===== config.mk =====
export PLATFORM = sky130hd
export DESIGN_NAME = cp0_exc_ctrl_flat
export DESIGN_NICKNAME = d
export VERILOG_FILES = /design/src/rtl/cp0_exc_ctrl_pkg.sv /design/src/rtl/cp0_exc_ctrl_if.sv /design/src/rtl/cp0_exc_prio.sv /design/src/rtl/cp0_exc_ctrl.sv /design/src/flat_wrapper.sv
export SDC_FILE = /design/constraint.sdc
export NUM_CORES = 1
export LEC_CHECK = 0
export ABC_AREA = 1
export CAP_MARGIN = 15
export CORE_MARGIN = 4
export CORE_UTILIZATION = 48
export DETAILED_ROUTE_END_ITERATION = 6
export GPL_ROUTABILITY_DRIVEN = 0
export GPL_TIMING_DRIVEN = 0
export HOLD_SLACK_MARGIN = 0.02
export PLACE_DENSITY = 0.8
export SETUP_SLACK_MARGIN = 0.4
export SYNTH_ARGS = -nofsm -noshare
export SYNTH_HDL_FRONTEND = slang
export SYNTH_SLANG_ARGS = --single-unit

===== constraint.sdc =====
create_clock -name Clk -period 2.2 [get_ports Clk]
set_clock_uncertainty 0.2 [all_clocks]
set_input_delay 0.22 -clock Clk [delete_from_list [all_inputs] [get_ports Clk]]
set_output_delay 0.22 -clock Clk [all_outputs]
set_load 0.005 [all_outputs]

===== src/rtl/cp0_exc_ctrl_pkg.sv =====
// ============================================================================
// Module      : cp0_pkg
// Description : Shared constants for the CP0 exception/interrupt controller:
//               CP0 register numbers, ExcCodes, Status/Cause bit positions
//               and the controller state encoding.
// Revision    : 1.0 - initial release
// ============================================================================
`default_nettype none

package cp0_pkg;

    // CP0 register numbers
    localparam logic [4:0] c_reg_count  = 5'd9;
    localparam logic [4:0] c_reg_status = 5'd12;
    localparam logic [4:0] c_reg_cause  = 5'd13;
    localparam logic [4:0] c_reg_epc    = 5'd14;

    // Exception codes written into Cause[6:2]
    localparam logic [4:0] c_exc_int = 5'd0;
    localparam logic [4:0] c_exc_sys = 5'd8;
    localparam logic [4:0] c_exc_ri  = 5'd10;
    localparam logic [4:0] c_exc_ov  = 5'd12;

    // Bit positions
    localparam int c_status_im2   = 10;
    localparam int c_status_exl   = 1;
    localparam int c_cause_ip2    = 10;
    localparam int c_cause_exc_lo = 2;
    localparam int c_cause_exc_hi = 6;

    // Controller sequencing states
    typedef enum logic [1:0] {
        ST_RUN   = 2'd0,
        ST_ENTRY = 2'd1,
        ST_VEC   = 2'd2,
        ST_RET   = 2'd3
    } cp0_state_e;

endpackage

`default_nettype wire


===== src/rtl/cp0_exc_ctrl_if.sv =====
// ============================================================================
// Module      : cp0_exc_ctrl_if
// Description : Core <-> CP0 signal bundle. The master modport is the
//               pipeline side (commit info, mtc0/mfc0, interrupt line); the
//               slave modport is the CP0 controller (flush/stall/redirect).
// Revision    : 1.0 - initial release
// ============================================================================
`default_nettype none

interface cp0_exc_ctrl_if;
    logic        Int;
    logic        inst_valid;
    logic [31:0] inst_pc;
    logic        ov_exc;
    logic        sys_exc;
    logic        ri_exc;
    logic        eret;
    logic        cp0_we;
    logic [4:0]  cp0_addr;
    logic [31:0] cp0_wdata;
    logic [31:0] cp0_rdata;
    logic        flush;
    logic        stall;
    logic        redirect;
    logic [31:0] redirect_pc;

    modport master (
        output Int, inst_valid, inst_pc, ov_exc, sys_exc, ri_exc, eret,
               cp0_we, cp0_addr, cp0_wdata,
        input  cp0_rdata, flush, stall, redirect, redirect_pc
    );

    modport slave (
        input  Int, inst_valid, inst_pc, ov_exc, sys_exc, ri_exc, eret,
               cp0_we, cp0_addr, cp0_wdata,
        output cp0_rdata, flush, stall, redirect, redirect_pc
    );
endinterface

`default_nettype wire


===== src/rtl/cp0_exc_prio.sv =====
// ============================================================================
// Module      : cp0_exc_prio
// Description : Combinational exception priority encoder.
//               RI > Sys > Ov > interrupt. i_int_ok is the already-qualified
//               interrupt condition (pending, enabled, not in handler, no
//               eret/mtc0 this cycle).
//   Ports     : i_inst_valid, i_ri_exc, i_sys_exc, i_ov_exc, i_int_ok
//               o_accept, o_exccode[4:0], o_is_int
// Revision    : 1.0 - initial release
// ============================================================================
`default_nettype none

module cp0_exc_prio
    import cp0_pkg::*;
(
    input  logic       i_inst_valid,
    input  logic       i_ri_exc,
    input  logic       i_sys_exc,
    input  logic       i_ov_exc,
    input  logic       i_int_ok,
    output logic       o_accept,
    output logic [4:0] o_exccode,
    output logic       o_is_int
);

    always_comb begin
        o_accept  = 1'b0;
        o_exccode = c_exc_int;
        o_is_int  = 1'b0;
        if (i_inst_valid) begin
            if (i_ri_exc) begin
                o_accept  = 1'b1;
                o_exccode = c_exc_ri;
            end else if (i_sys_exc) begin
                o_accept  = 1'b1;
                o_exccode = c_exc_sys;
            end else if (i_ov_exc) begin
                o_accept  = 1'b1;
                o_exccode = c_exc_ov;
            end else if (i_int_ok) begin
                o_accept  = 1'b1;
                o_is_int  = 1'b1;
            end
        end
    end

endmodule

`default_nettype wire


===== src/rtl/cp0_exc_ctrl.sv =====
// ============================================================================
// Module      : cp0_exc_ctrl
// Description : Coprocessor-0 exception/interrupt controller. Holds Status,
//               Cause and EPC, serves mfc0/mtc0, arbitrates exceptions
//               against the interrupt line and sequences entry (ENTRY->VEC)
//               and eret return (RET) via flush/stall/redirect.
//   Ports     : Clk, Reset (sync, active-high), bus (cp0_exc_ctrl_if.slave)
//   Config    : CP0_EXC_COUNT_EN - adds a 32-bit exception-entry Count at
//               CP0 reg 9 (mtc0 writable). Undefined: reg 9 reads 0.
// Revision    : 1.0 - initial release
// ============================================================================
`default_nettype none

module cp0_exc_ctrl
    import cp0_pkg::*;
#(
    parameter logic [31:0] EXC_VECTOR = 32'h0000_0054
) (
    input  logic          Clk,
    input  logic          Reset,
    cp0_exc_ctrl_if.slave bus
);

    cp0_state_e  r_state, w_next;
    logic [31:0] r_status;
    logic [4:0]  r_exccode;
    logic        r_ip2;
    logic [31:0] r_epc;

    logic        w_run, w_int_ok, w_prio_accept, w_is_int;
    logic        w_accept, w_sync, w_eret, w_we;
    logic [4:0]  w_exccode;

    // Every input except Int is only honoured in RUN.
    assign w_run    = (r_state == ST_RUN);
    assign w_int_ok = r_ip2 & r_status[c_status_im2] & ~r_status[c_status_exl]
                      & ~bus.eret & ~bus.cp0_we;

    cp0_exc_prio u_prio (
        .i_inst_valid (bus.inst_valid),
        .i_ri_exc     (bus.ri_exc),
        .i_sys_exc    (bus.sys_exc),
        .i_ov_exc     (bus.ov_exc),
        .i_int_ok     (w_int_ok),
        .o_accept     (w_prio_accept),
        .o_exccode    (w_exccode),
        .o_is_int     (w_is_int)
    );

    assign w_accept = w_run & w_prio_accept;
    assign w_sync   = w_accept & ~w_is_int;
    assign w_eret   = w_run & ~w_accept & bus.eret;
    // A synchronous exception squashes the mtc0 of the same instruction.
    assign w_we     = w_run & bus.cp0_we & ~w_sync;

    always_ff @(posedge Clk) begin
        if (Reset) r_state <= ST_RUN;
        else       r_state <= w_next;
    end

    always_comb begin
        w_next          = r_state;
        bus.flush       = 1'b0;
        bus.stall       = 1'b0;
        bus.redirect    = 1'b0;
        bus.redirect_pc = 32'h0;
        case (r_state)
            ST_RUN: begin
                if (w_accept)    w_next = ST_ENTRY;
                else if (w_eret) w_next = ST_RET;
            end
            ST_ENTRY: begin
                bus.flush = 1'b1;
                bus.stall = 1'b1;
                w_next    = ST_VEC;
            end
            ST_VEC: begin
                bus.redirect    = 1'b1;
                bus.redirect_pc = EXC_VECTOR;
                w_next          = ST_RUN;
            end
            ST_RET: begin
                bus.redirect    = 1'b1;
                bus.redirect_pc = r_epc;
                bus.flush       = 1'b1;
                w_next          = ST_RUN;
            end
            default: w_next = ST_RUN;
        endcase
    end

    // Later assignments take precedence: exception/eret updates override a
    // coincident mtc0 on the same bits.
    always_ff @(posedge Clk) begin
        if (Reset) begin
            r_status  <= 32'h0;
            r_exccode <= 5'h0;
            r_ip2     <= 1'b0;
            r_epc     <= 32'h0;
        end else begin
            r_ip2 <= bus.Int;
            if (w_we) begin
                case (bus.cp0_addr)
                    c_reg_status: r_status  <= bus.cp0_wdata;
                    c_reg_cause:  r_exccode <= bus.cp0_wdata[c_cause_exc_hi:c_cause_exc_lo];
                    c_reg_epc:    r_epc     <= bus.cp0_wdata;
                    default: ;
                endcase
            end
            if (w_accept) begin
                // An interrupt lets the instruction complete, so resume after it.
                r_epc                  <= w_is_int ? (bus.inst_pc + 32'd4) : bus.inst_pc;
                r_exccode              <= w_exccode;
                r_status[c_status_exl] <= 1'b1;
            end
            if (w_eret) r_status[c_status_exl] <= 1'b0;
        end
    end

`ifdef CP0_EXC_COUNT_EN
    logic [31:0] r_count;

    always_ff @(posedge Clk) begin
        if (Reset)
            r_count <= 32'h0;
        else if (w_accept)
            r_count <= r_count + 32'd1;
        else if (w_we && (bus.cp0_addr == c_reg_count))
            r_count <= bus.cp0_wdata;
    end
`endif

    always_comb begin
        bus.cp0_rdata = 32'h0;
        case (bus.cp0_addr)
            c_reg_status: bus.cp0_rdata = r_status;
            c_reg_cause: begin
                bus.cp0_rdata[c_cause_ip2]                   = r_ip2;
                bus.cp0_rdata[c_cause_exc_hi:c_cause_exc_lo] = r_exccode;
            end
            c_reg_epc:    bus.cp0_rdata = r_epc;
`ifdef CP0_EXC_COUNT_EN
            c_reg_count:  bus.cp0_rdata = r_count;
`endif
            default: ;
        endcase
    end

endmodule

`default_nettype wire


===== src/flat_wrapper.sv =====
// flat-port wrapper written by rule: the top's interface ports become plain ports
module cp0_exc_ctrl_flat import cp0_pkg::*;
#(
    parameter logic [31:0] EXC_VECTOR = 32'h0000_0054
)
  (Clk, Reset, bus_Int, bus_inst_valid, bus_inst_pc, bus_ov_exc, bus_sys_exc, bus_ri_exc, bus_eret, bus_cp0_we, bus_cp0_addr, bus_cp0_wdata, bus_cp0_rdata, bus_flush, bus_stall, bus_redirect, bus_redirect_pc);
  cp0_exc_ctrl_if bus_i ();
  input  logic Clk;
  input  logic Reset;
  input wire logic [$bits(bus_i.Int)-1:0] bus_Int;
  input wire logic [$bits(bus_i.inst_valid)-1:0] bus_inst_valid;
  input wire logic [$bits(bus_i.inst_pc)-1:0] bus_inst_pc;
  input wire logic [$bits(bus_i.ov_exc)-1:0] bus_ov_exc;
  input wire logic [$bits(bus_i.sys_exc)-1:0] bus_sys_exc;
  input wire logic [$bits(bus_i.ri_exc)-1:0] bus_ri_exc;
  input wire logic [$bits(bus_i.eret)-1:0] bus_eret;
  input wire logic [$bits(bus_i.cp0_we)-1:0] bus_cp0_we;
  input wire logic [$bits(bus_i.cp0_addr)-1:0] bus_cp0_addr;
  input wire logic [$bits(bus_i.cp0_wdata)-1:0] bus_cp0_wdata;
  output wire logic [$bits(bus_i.cp0_rdata)-1:0] bus_cp0_rdata;
  output wire logic [$bits(bus_i.flush)-1:0] bus_flush;
  output wire logic [$bits(bus_i.stall)-1:0] bus_stall;
  output wire logic [$bits(bus_i.redirect)-1:0] bus_redirect;
  output wire logic [$bits(bus_i.redirect_pc)-1:0] bus_redirect_pc;
  assign bus_i.Int = bus_Int;
  assign bus_i.inst_valid = bus_inst_valid;
  assign bus_i.inst_pc = bus_inst_pc;
  assign bus_i.ov_exc = bus_ov_exc;
  assign bus_i.sys_exc = bus_sys_exc;
  assign bus_i.ri_exc = bus_ri_exc;
  assign bus_i.eret = bus_eret;
  assign bus_i.cp0_we = bus_cp0_we;
  assign bus_i.cp0_addr = bus_cp0_addr;
  assign bus_i.cp0_wdata = bus_cp0_wdata;
  assign bus_cp0_rdata = bus_i.cp0_rdata;
  assign bus_flush = bus_i.flush;
  assign bus_stall = bus_i.stall;
  assign bus_redirect = bus_i.redirect;
  assign bus_redirect_pc = bus_i.redirect_pc;
  cp0_exc_ctrl #(.EXC_VECTOR(EXC_VECTOR)) u_core (.Clk(Clk), .Reset(Reset), .bus(bus_i));
endmodule

Word-level counts from Yosys, hierarchy flattened
Index checks and enable logic that the tools add are counted.
- div/mod/pow operators: 0
- equal/unequal tests: 7
- order comparisons: 0
- shift operators: 0
- muxes and demuxes: 35
- bitwise operators: 16
- reduce and logical (&&, ||, !) cells: 12
- multipliers: 0
- add/sub/neg operators: 1
- operators by type and width (operator ; count):
    $mux W32 ; 4
    $pmux W32 S2 ; 1
    $pmux W21 S2 ; 1
    $add A32 B3 Y32 const B ; 1
    $mux W4 ; 4
    $eq A5 B4 Y1 const B ; 3
    $mux W5 ; 3
    $pmux W5 S3 ; 1
    $mux W1 ; 13
    $and A1 B1 Y1 ; 10
    $mux W2 ; 4
    $reduce_and A2 Y1 ; 4
    $reduce_bool A2 Y1 ; 4
    $not A1 Y1 ; 6
    $pmux W2 S3 ; 1
    $pmux W3 S2 ; 1
    $reduce_or A2 Y1 ; 3
    $eq A2 B2 Y1 const B ; 2
    $pmux W2 S2 ; 1
    $ne A3 B3 Y1 const B ; 1
    $pmux W1 S3 ; 1
    $eq A2 B1 Y1 const B ; 1
    $logic_not A2 Y1 ; 1
- bits of input ports: 78
- bits in writable memories: 0
- memories kept: 0
- output and inout bits: 67
- word-level logic and storage cells: 77
- bits in latches: 0
- flip-flop bits (word level): 72
- memory bits (read-only): 0

Longest topological paths before layout
Gate-level depths: netlist of run 1.
- depth in word-level cells: 16
- mapped depth: 12

Hierarchy
From an unflattened synthesis of run 1, not the netlist that was laid out.
- cells, all modules: 719
- area total of the unflattened synthesis: 4530.6 um^2
- modules (own cells, without submodules) (module ; instances ; cells an instance ; sequential area each (um^2) ; area an instance (um^2)):
    cp0_exc_ctrl ; 1 ; 705 ; 1441.4 ; 4466.8
    cp0_exc_prio ; 1 ; 14 ; 0.0 ; 63.8

Worst setup path after synthesis of run 1
OpenSTA, ideal clock, no wires.
- path type: register -> register
- start point: reg u_core.r_state[1]
- end point: reg u_core.r_status[25]
- library setup time: 0.116 ns
- path buffers: 2
- path slack: 0.596 ns
- clock period less this slack: 1.604 ns
- arrival: 1.288 ns
- stages on the path, launching flop included: 11
- path through: dfxtp_1 > inv_2 > nand2_2 > nor2_2 > nand2_4 > nor2_8 > inv_2 > buf_6 > buf_6 > o21ai_1 > a21oi_1
- word-level cells in the longest chain between the ends: 6
- elaborated cells on any way between the ends: 7
- those cells by class: bitwise: 5; reduce/logical: 2
- RTL lines (what ; RTL line ; RTL):
    start: declaration ; cp0_exc_ctrl.sv:24 ; cp0_state_e r_state, w_next;
    start signal: assignment ; cp0_exc_ctrl.sv:58 ; else r_state <= w_next;
    $logic_not A2 Y1 (*) ; cp0_exc_ctrl.sv:35 ; assign w_run = (r_state == ST_RUN);
    $and A1 B1 Y1 ; cp0_exc_ctrl.sv:50 ; assign w_accept = w_run & w_prio_accept;
    $and A1 B1 Y1 ; cp0_exc_ctrl.sv:51 ; assign w_sync = w_accept & ~w_is_int;
    $not A1 Y1 ; cp0_exc_ctrl.sv:54 ; assign w_we = w_run & bus.cp0_we & ~w_sync;
    $and A1 B1 Y1 (*) ; cp0_exc_ctrl.sv:54 ;
    $reduce_and A2 Y1 (no source line) (*) ; -- ;
    end signal: assignment ; cp0_exc_ctrl.sv:104 ; c_reg_status: r_status <= bus.cp0_wdata;
    end: declaration ; cp0_exc_ctrl.sv:25 ; logic [31:0] r_status;
Every way passes the cells marked *; elsewhere a longest branch is shown, timed or not.
A chain may end at the register's enable or synchronous reset.

Worst setup path after layout of run 1
- start point: reg u_core.r_state[0]
- end point: reg u_core.r_status[30]
The elaborated chain is that of the path after synthesis.

==> key figures, run 1 <==
Status
  – Status: finished with violations
  – Failing checks: DRC

Cells and area
  – Nets: 1045
  – Synthesis-to-layout area growth: 72.7%
  – Layout cell share with drive strength beyond 1: 0.380
  – Final instance area: 8140 µm²
  – Final Core Density: 0.864
  – Non-filler cells, final: 1101

Logic synthesis
  – Async set-or-reset flop fraction in the synthesized netlist: 0
  – Post-synth EDFFs: 0
  – #FFs+latches synth: 72
  – Sequential share of the synthesized area: 0.306
  – Yosys cell types: 39
  – Post-Syn Area per Cell: 6.25 µm²
  – Synthesis warning total: 0
  – Synth Instances: 754
  – Mapped cell area: 4710 µm²
  – Synth Flop Type: dfxtp_1
  – Mapped Nets: 833

Routing
  – Post-DR wirelength/cell: 23.6 µm
  – Residual DRC: 19
  – DRT iter0 DRCs: 1199
  – Post-DRT Antenna Nets: 0
  – Vias per cell: 6.39
  – Final wirelength: 25.9 mm
  – Drt pass-1 iters: 7
  – Via count: 7034

STA
  – RSZ-0062 raised after global routing: true
  – Final hold slack: 0.0928 ns
  – # setup viols final: 0
  – Setup TNS Final: 0 ns
  – Min Clock Period, post-route: 2.16 ns
  – Tcrit/Tclk final: 0.982
  – Measured slew at the worst slew-check pin: 0.831 ns
  – Fmax achieved: 0.463 GHz
  – Max-slew violations: 0
  – Hold Vio Cnt, Final: 0
  – Worst setup margin: 0.0392 ns
  – Worst rel slew slack: 0.446

Critical path
  – Critical path class: reg2reg
  – Crit path required time: 2.24 ns
  – Critical Path Source Type: register
  – Critical Path Fanout Max: 5
  – Critical path capture point type: register
  – Critical Path AT: 2.20 ns
  – Setup slack, reg-to-reg: 0.04 ns
  – FF-to-FF path depth: 12

Global route
  – GR Overflow Total: 0
  – GRT Total Usage: 0.354
  – First-pass GRT wire length: 31.9 mm
  – Antenna violations before repair: 1
  – Pin count of the biggest net entering global routing: 13
  – Vias in the first global route: 6207

Clocking
  – Clock insertion delay at the later pin of the skew report: 0.37 ns
  – CTS Hold Buffers Added: 0
  – CTS tree: done
  – CTS Buf Count: 9
  – Clock Tree Buf Depth: 2
  – Root Driver: clkbuf_8
  – H-tree Lvls: 3
  – Clock sinks: 72
  – Clk pin slew, worst setup/hold paths: 0.08 ns

Floorplan
  – Core outline area: 9420 µm²
  – Die Ht: 107 µm
  – IO Count: 145
  – Die Width: 107 µm
  – Die Footprint: 11500 µm²
  – Starting density of the core: 0.500
  – Core Rows: 35

Pwr
  – Pleak: 3.59 nW
  – Pwr/cell area: 493 nW/µm²
  – VDD IR-drop max: 0.000276 V
  – Overall power: 4.01 mW

Place
  – Buffers on Ports: 143
  – Placed inst area: 6300 µm²
  – Placed cells: 1026
  – Placement Setup Slack: -0.498 ns
  – DP Wirelength: 12.9 mm

Run
  – Max Cap Viol: 0

Hold path
  – Hold Crit Depth: 2
  – Hold Path Class: in2reg
## flip-flops by register name, summed over array words and instances (netlist names)
name	count
u_core.r_epc	32
u_core.r_status	32
u_core.r_exccode	5
u_core.r_state	2
u_core.r_ip2	1
## path summary, 6_finish.rpt
kind / to / from
hold reg to reg: u_core.r_status[19]$_SDFFE_PP0P_ / u_core.r_status[19]$_SDFFE_PP0P_
setup reg to reg: u_core.r_status[30]$_SDFFE_PP0P_ / u_core.r_state[0]$_SDFFE_PP0P_
setup / recovery: u_core.r_status[30]$_SDFFE_PP0P_ / u_core.r_state[0]$_SDFFE_PP0P_
hold / removal: u_core.r_epc[5]$_SDFFE_PP0P_ / Reset
## per-layer routing
| layer | routed length [µm] | GRT usage | vias to the layer above | part of all wire |
|---|---|---|---|---|
| met1 | 8700 | 0.422 | 3129 | 0.34 |
| li1 | - | - | 2836 | - |
| met2 | 11400 | 0.597 | 817 | 0.44 |
| met3 | 3540 | 0.0795 | 252 | 0.14 |
| met5 | 0 | 0 | - | 0 |
| met4 | 2300 | 0.176 | 0 | 0.089 |
## critical path, cell delays in order, from the launching register on
cell	delay, ns
dfxtp_4	0.37
buf_6	0.14
inv_6	0.06
nand2_4	0.06
nor2_4	0.13
nand2_4	0.11
buf_12	0.14
nor2_8	0.11
inv_6	0.07
buf_12	0.15
buf_12	0.14
o21ai_0	0.27
a21oi_1	0.09
## cells in the final DEF (no fill, tap or decap), types with 4 or more instances in the layout
cell,instances
inv_1,121
nand2_1,120
dfxtp_1,67
nor2_1,63
clkdlybuf4s50_1,56
a21oi_2,42
buf_2,37
nand2_2,33
nand3_1,32
o21ai_2,29
a21oi_1,24
buf_4,23
dlygate4sd2_1,23
buf_6,21
o22ai_1,18
inv_2,17
clkbuf_8,17
nor2_4,15
nor2_2,15
o21ai_1,15
clkbuf_16,12
nand2_4,12
buf_8,11
clkbuf_2,11
dlymetal6s2s_1,11
o21ai_0,10
o21ai_4,10
nand4_1,10
clkbuf_1,9
o22ai_2,7
a31oi_1,7
o211ai_1,6
buf_12,6
buf_16,5
nand2_8,4
inv_6,4
clkdlybuf4s15_2,4
dfxtp_2,4
## synth_stat cells (10+ instances only)
| library cell | count | area, µm² |
|---|---|---|
| nand2_1 | 159 | 597 |
| nand4_1 | 10 | 62.6 |
| inv_1 | 134 | 503 |
| nor2_1 | 84 | 315 |
| o21ai_2 | 10 | 87.6 |
| o22ai_1 | 26 | 163 |
| clkbuf_1 | 21 | 78.8 |
| dfxtp_1 | 72 | 1440 |
| o21ai_1 | 17 | 85.1 |
| o21ai_0 | 37 | 185 |
| inv_2 | 10 | 37.5 |
| nand3_1 | 34 | 170 |
| a21oi_1 | 65 | 325 |
## layout make-up
| type | instances | area, µm² |
|---|---|---|
| diodes | 1 | 2.50 |
| repair buffers | 201 | 1960 |
| multi-input cells | 501 | 3260 |
| flip-flops and latches | 72 | 1450 |
| clock buffers | 11 | 151 |
| well taps | 129 | 161 |
| clock inverters | 5 | 78.8 |
| plain buffers | 36 | 490 |
| inverters | 145 | 577 |
| fillers | 434 | 1280 |
## where the power goes
group | switching [mW] | internal [mW]
clock | 0.570 | 0.699
sequential | 0.0550 | 1.38
combinational | 0.760 | 0.543
total | 1.38 | 2.62
## kinds of logic (layout without fill, tap and decap cells)
group,after synthesis,after routing,share of synthesized area
AOI/OAI and AO/OA,177,177,0.215
xor gates and xnor gates,1,1,0.00186
adders and majority gates,1,1,0.00266
buffers and inverters,181,398,0.165
DFF,72,72,0.306
other,0,1,0
and+or+nand+nor,322,322,0.309
## what timing repair did
item,in CTS,in global routing
gates cloned,12,4
setup endpoints to repair,117,106
pin swaps,22,60
resized for setup,348,218
setup buffers,31,11
Power figures use the tool's default switching activity.
==> run 2, diff against run 1 <==
--- a/config.mk
+++ b/config.mk
@@ -11,10 +11,10 @@
 export CORE_UTILIZATION = 48
 export DETAILED_ROUTE_END_ITERATION = 6
 export GPL_ROUTABILITY_DRIVEN = 0
-export GPL_TIMING_DRIVEN = 0
 export HOLD_SLACK_MARGIN = 0.02
 export PLACE_DENSITY = 0.8
 export SETUP_SLACK_MARGIN = 0.4
+export SKIP_CTS_REPAIR_TIMING = 1
 export SYNTH_ARGS = -nofsm -noshare
 export SYNTH_HDL_FRONTEND = slang
 export SYNTH_SLANG_ARGS = --single-unit
==> run 2 against run 1 <==
  * Die area stayed put
  * The run now ends clean
  * Register-to-register slack better by 0.10 ns
  * Largest power group is now clock
  * Cell area is 1.0% lower
  * Worst hold slack better by 0.11 ns
  * Maximum frequency is 5.0% higher
  * Final cell count is 1.5% lower
  * Total power is 2.0% higher
  * Highest routed layer unchanged
==> key figures, run 2 (synthesis results as in run 1) <==
STA
  – Worst setup margin: 0.143 ns (+0.103 ns)
  – Worst rel slew slack: 0.614 (+0.168)
  – Measured slew at the worst slew-check pin: 0.580 ns (-0.252 ns)
  – Tcrit/Tclk final: 0.935 (-0.0470)
  – # setup viols final: 0 (unchanged)
  – Hold Vio Cnt, Final: 0 (unchanged)
  – Fmax achieved: 0.486 GHz (+5.0%)
  – Min Clock Period, post-route: 2.06 ns (-0.103 ns)
  – RSZ-0062 raised after global routing: true
  – Max-slew violations: 0 (unchanged)

Routing
  – Drt pass-1 iters: 6 (-1)
  – Residual DRC: 0 (-19)
  – DRT iter0 DRCs: 848 (-29%)
  – Via count: 6593 (-6.3%)
  – Vias per cell: 6.08 (-4.9%)
  – Post-DRT Antenna Nets: 0 (unchanged)
  – Post-DR wirelength/cell: 20.9 µm (-11%)
  – Final wirelength: 22.7 mm (-12%)

Critical path
  – Critical path class: reg2reg
  – FF-to-FF path depth: 10 (-2)
  – Crit path required time: 2.26 ns (+0.02 ns)
  – RR Endpoint: u_core.r_epc[10]$_SDFFE_PP0P_
  – R2r startpoint: u_core.r_status[10]$_SDFFE_PP0P_
  – Setup slack, reg-to-reg: 0.14 ns (+0.10 ns)
  – Critical Path Source Type: register
  – Critical path capture point type: register
  – Critical Path Fanout Max: 6 (+1)
  – Critical Path AT: 2.11 ns (-0.09 ns)

Place
  – DP Wirelength: 12.0 mm (-7.0%)
  – Buffers on Ports: 144 (+0.70%)
  – Placed inst area: 6490 µm² (+2.9%)
  – Placement Setup Slack: -0.166 ns (+0.332 ns)

Global route
  – Antenna violations before repair: 0 (-1)
  – Pin count of the biggest net entering global routing: 44 (+31)
  – Vias in the first global route: 5163 (-17%)
  – GRT Total Usage: 0.257 (-0.0973)
  – GR Overflow Total: 0 (unchanged)
  – First-pass GRT wire length: 24.0 mm (-25%)

Floorplan
  – Core Rows: 35 (unchanged)
  – Die Ht: 107 µm (unchanged)
  – Core outline area: 9420 µm² (unchanged)
  – Die Width: 107 µm (unchanged)
  – Starting density of the core: 0.500 (unchanged)
  – Die Footprint: 11500 µm² (unchanged)
  – IO Count: 145 (unchanged)

Run
  – Max Cap Viol: 0 (unchanged)

Status
  – Status: finished, final reports clean

Cells and area
  – Antenna cells: 0 (-1)
  – Layout cell share with drive strength beyond 1: 0.274 (-0.106)
  – Synthesis-to-layout area growth: 71.0%
  – Commonest non-fill, non-tap cell in the layout: nand2_1
  – Nets: 1030 (-1.4%)
  – Most frequent cells in the layout: 134 x nand2_1, 128 x inv_1, 80 x dlymetal6s2s_1, 68 x dfxtp_1, 66 x nor2_1
  – Final instance area: 8060 µm² (-1.0%)
  – Largest regs: u_core.r_epc: 32 flops, u_core.r_status: 32 flops, u_core.r_exccode: 5 flops

Clocking
  – Root Driver: clkbuf_8
  – Clock Tree Buf Depth: 2 (unchanged)
  – Clock insertion delay at the later pin of the skew report: 0.36 ns (about the same)
  – CTS Buf Count: 9 (unchanged)
  – H-tree Lvls: 3 (unchanged)
  – CTS tree: done
  – Clk pin slew, worst setup/hold paths: 0.08 ns (about the same)
  – Clock sinks: 72 (unchanged)

Hold path
  – Hold Crit Depth: 4 (+2)
  – Endpoint, Worst Hold: u_core.r_epc[5]$_SDFFE_PP0P_
  – Hold Path Class: in2reg
  – Hold path start: bus_inst_pc[5]

Pwr
  – Pwr/cell area: 507 nW/µm² (+3.0%)
  – VDD IR-drop max: 0.000411 V (+49%)
  – Pleak: 4.55 nW (+27%)
## run 2: cell count changes in the layout (fill, tap and decap cells not counted), sizes merged
| cell | delta |
|---|---|
| clkinv | -3 |
| bufinv | +2 |
| inv | +2 |
| nand2 | +1 |
| buf | -34 |
| clkdlybuf4s15 | -6 |
| diode | -1 |
| dlygate4sd2 | -23 |
| clkbuf | -30 |
| dlymetal6s2s | +69 |
| clkdlybuf4s50 | +7 |
## run 2: worst max path at each step
stage          slack, ns                                to                              from
2_1_floorplan       0.60  u_core.r_status[25]$_SDFFE_PP0P_    u_core.r_state[1]$_SDFFE_PP0P_
3_3_place_gp       -0.06                 bus_cp0_rdata[12]                   bus_cp0_addr[3]
3_5_place_dp       -0.17                 bus_cp0_rdata[13]                   bus_cp0_addr[3]
4_1_cts            -0.17                 bus_cp0_rdata[13]                   bus_cp0_addr[3]
5_1_grt             0.04     u_core.r_epc[10]$_SDFFE_PP0P_  u_core.r_status[10]$_SDFFE_PP0P_
6_report            0.14     u_core.r_epc[10]$_SDFFE_PP0P_  u_core.r_status[10]$_SDFFE_PP0P_
## run 2: cell type report
| cell class | count | area (µm²) |
|---|---|---|
| Timing Repair Buffer | 221 | 2590 |
| Multi-Input combinational cell | 502 | 3000 |
| Clock inverter | 6 | 138 |
| Fill cell | 489 | 1360 |
| Tap cell | 129 | 161 |
| Inverter | 145 | 577 |
| Sequential cell | 72 | 1450 |
| Clock buffer | 10 | 138 |
## run 2: critical path, cell delays in order, from the launching register on
cell     delay [ns]
dfxtp_2        0.35
inv_4          0.05
nor2_4         0.16
nand3_4        0.10
nor2_4         0.28
buf_4          0.17
nand2_2        0.07
nor2_2         0.10
or2_2          0.12
nand3_1        0.13
a21oi_1        0.24
## run 2: layer usage
layer  up-vias  track usage  share of wire
li1       2810            -              -
met5         -            0              0
met1      3032        0.347           0.36
met4         0       0.0895          0.071
met3       163       0.0397           0.11
met2       588        0.416           0.46
## run 2: through the flow
stage          setup TNS, ns  hold slack [ns]  std cells  utilization  power [mW]
6_report                   0            0.200       1085        0.856        4.09
3_3_place_gp           -1.41            0.239       1033        0.689        2.25
3_5_place_dp           -6.74            0.245       1033        0.689        2.27
2_1_floorplan              0            0.127        754            -        1.87
5_1_grt                    0            0.225       1085        0.856        4.18
4_1_cts                -3.71            0.206       1049        0.718        3.67
## run 2: power breakdown
group	switching [mW]	internal, mW
Sequential	0.0518	1.38
Clock	0.574	0.908
Combinational	0.659	0.513
Total	1.28	2.80
==> run 3, diff against run 2 <==
--- a/config.mk
+++ b/config.mk
@@ -8,11 +8,12 @@
 export ABC_AREA = 1
 export CAP_MARGIN = 15
 export CORE_MARGIN = 4
-export CORE_UTILIZATION = 48
+export CORE_UTILIZATION = 25
+export CTS_CLUSTER_SIZE = 8
 export DETAILED_ROUTE_END_ITERATION = 6
 export GPL_ROUTABILITY_DRIVEN = 0
 export HOLD_SLACK_MARGIN = 0.02
-export PLACE_DENSITY = 0.8
+export PLACE_DENSITY = 0.46
 export SETUP_SLACK_MARGIN = 0.4
 export SKIP_CTS_REPAIR_TIMING = 1
 export SYNTH_ARGS = -nofsm -noshare
==> run 3 against run 2 <==
  * Worst hold slack worse by 0.032 ns
  * Final cell count is 9.3% higher
  * Flip-flop and latch count stayed put
  * Highest routed layer unchanged
  * Global-route usage is 9.8 points lower
  * Critical path type unchanged
==> key figures, run 3 (synthesis results as in run 1) <==
Status
  – Status: finished, final reports clean

Global route
  – GR Overflow Total: 0 (unchanged)
  – GRT Total Usage: 0.159 (-0.0980)
  – First-pass GRT wire length: 27.3 mm (+14%)
  – Vias in the first global route: 4916 (-4.8%)
  – Pin count of the biggest net entering global routing: 34 (-23%)
  – Antenna violations before repair: 0 (unchanged)

Critical path
  – Max stage delay cell, worst path: dfxtp_2
  – Critical path capture point type: register
  – CP cell instances: inv_4, nor2_4, nand3_4, nor2_4, buf_4, nand2_1, o21ai_0, nand2_1, a21oi_1, nor2_1
  – Critical path class: reg2reg
  – Critical Path AT: 1.93 ns (-0.18 ns)
  – Largest delay share family, worst path: simple AND/OR/NAND/NOR gates
  – Worst path buffer plus inverter count: 2 (unchanged)
  – Critical Path Fanout Max: 6 (unchanged)
  – Critical path's largest stage delay: 0.34 ns (about the same)
  – Critical Path Source Type: register
  – Crit path required time: 2.20 ns (-0.06 ns)

Clocking
  – CTS tree: done
  – Clock sinks: 72 (unchanged)
  – H-tree Lvls: 3 (unchanged)
  – Clock insertion delay at the later pin of the skew report: 0.33 ns (-0.03 ns)
  – CTS Buf Count: 9 (unchanged)
  – Clk pin slew, worst setup/hold paths: 0.06 ns (-0.02 ns)
  – Root Driver: clkbuf_16
  – Clock Tree Buf Depth: 2 (unchanged)

Hold path
  – Hold Path Class: in2reg

Place
  – Buffers on Ports: 144 (unchanged)
  – DP Wirelength: 13.8 mm (+15%)
  – Placed inst area: 6810 µm² (+4.9%)
  – Placement Setup Slack: -0.241 ns (-0.0750 ns)

Pwr
  – Pwr/cell area: 478 nW/µm² (-5.7%)
  – Power Internal: 2.66 mW (-5.0%)
  – Combinational share of power: 0.273 (-0.014)
  – Clock Power Share: 0.352 (-0.011)
  – VDD IR-drop max: 0.000239 V (-42%)
  – Switching power: 1.15 mW (-11%)
  – Reg power frac: 0.374 (+0.023)
  – Pleak: 4.44 nW (-2.3%)
  – Net Sw Frac: 0.302 (-0.0126)

Cells and area
  – Layout cell share with drive strength beyond 1: 0.230 (-0.0442)
  – Commonest non-fill, non-tap cell in the layout: nand2_1
  – Footprint of the multi-input gates: 2870 µm² (-4.6%)
  – Antenna cells: 0 (unchanged)
  – Register Area: 1450 µm² (about the same)
  – Nets: 1031 (+0.097%)
  – Filler Cell Count: 1931 (+290%)
  – Most frequent cells in the layout: 142 x nand2_1, 130 x inv_1, 84 x dlymetal6s2s_1, 69 x dfxtp_1, 62 x a21oi_1
  – Synthesis-to-layout area growth: 69.1%
  – Largest regs: u_core.r_epc: 32 flops, u_core.r_status: 32 flops, u_core.r_exccode: 5 flops
  – Final instance area: 7970 µm² (-1.1%)

STA
  – Final hold slack: 0.168 ns (-0.0320 ns)
  – Fmax achieved: 0.520 GHz (+6.9%)
  – Max-slew violations: 0 (unchanged)
  – # setup viols final: 0 (unchanged)
  – Min Clock Period, post-route: 1.92 ns (-0.133 ns)
  – RSZ-0062 raised after global routing: true
  – Measured slew at the worst slew-check pin: 0.410 ns (-0.169 ns)
  – Worst setup margin: 0.275 ns (+0.133 ns)
  – Tcrit/Tclk final: 0.875 (-0.0604)
  – Hold Vio Cnt, Final: 0 (unchanged)
  – Setup TNS Final: 0 ns (unchanged)
  – Worst rel slew slack: 0.726 (+0.113)

Routing
  – Post-DRT Antenna Nets: 0 (unchanged)
  – Post-DR wirelength/cell: 15.3 µm (-27%)
  – Residual DRC: 0 (unchanged)
  – Drt pass-1 iters: 4 (-2)
  – Vias per cell: 4.46 (-27%)
  – DRT iter0 DRCs: 225 (-73%)
  – Final wirelength: 18.2 mm (-20%)
  – Via count: 5293 (-20%)

Floorplan
  – Core outline area: 18300 µm² (+94%)
  – IO Count: 145 (unchanged)
  – Die Width: 145 µm (+36%)
  – Starting density of the core: 0.258 (-0.242)
  – Die Footprint: 21100 µm² (+84%)
  – Die Ht: 145 µm (+36%)
  – Core Rows: 49 (+40%)

Run
  – Max Cap Viol: 0 (unchanged)
==> run 3: final cells by class <==
class | instances | share of cell area
clock buffer | 10 | 0.0300
multi-input combinational | 501 | 0.360
sequential | 72 | 0.182
timing repair buffer | 223 | 0.318
clock inverter | 6 | 0.00440
inverter | 145 | 0.0705
tap | 229 | 0.0360
==> run 3: tightest hold or removal path: cells and delay by family <==
family | cells | cell delay (ns)
compound gates | 2 | 0.17
buf+inv | 1 | 0.17
simple gates | 1 | 0.08
==> run 3: per-stage QoR <==
step,utilization,std cells,total power [mW]
after floorplan,-,754,1.87
after global placement,0.372,1152,2.35
after detailed placement,0.372,1152,2.34
after CTS,0.387,1168,3.70
after global routing,0.436,1186,4.00
final,0.436,1186,3.81
==> run 3: path summary, 6_finish.rpt <==
path,startpoint,to,slack (ns),cells past startpoint
max,u_core.r_status[10]$_SDFFE_PP0P_,u_core.r_epc[7]$_SDFFE_PP0P_,0.28,10
min,bus_inst_pc[19],u_core.r_epc[19]$_SDFFE_PP0P_,0.17,4
max reg2reg,u_core.r_status[10]$_SDFFE_PP0P_,u_core.r_epc[7]$_SDFFE_PP0P_,0.28,10
min reg2reg,u_core.r_status[30]$_SDFFE_PP0P_,u_core.r_status[30]$_SDFFE_PP0P_,0.25,2
==> run 3: power groups by stage <==
stage          sequential [mW]  clock [mW]  combinational [mW]
6_report                  1.43        1.34                1.04
5_1_grt                   1.44        1.43                1.14
4_1_cts                   1.42        1.38               0.904
3_5_place_dp              1.44           0               0.900
3_3_place_gp              1.44           0               0.902
2_1_floorplan             1.43           0               0.434
==> run 3: layer usage <==
layer / track usage / routed length (µm) / share of wire / vias up
met3: 0.0181 / 676 / 0.037 / 12
met2: 0.240 / 8180 / 0.45 / 116
met5: 0 / 0 / 0 / -
met1: 0.238 / 9140 / 0.50 / 2356
met4: 0.0475 / 204 / 0.011 / 0
li1: - / - / - / 2809
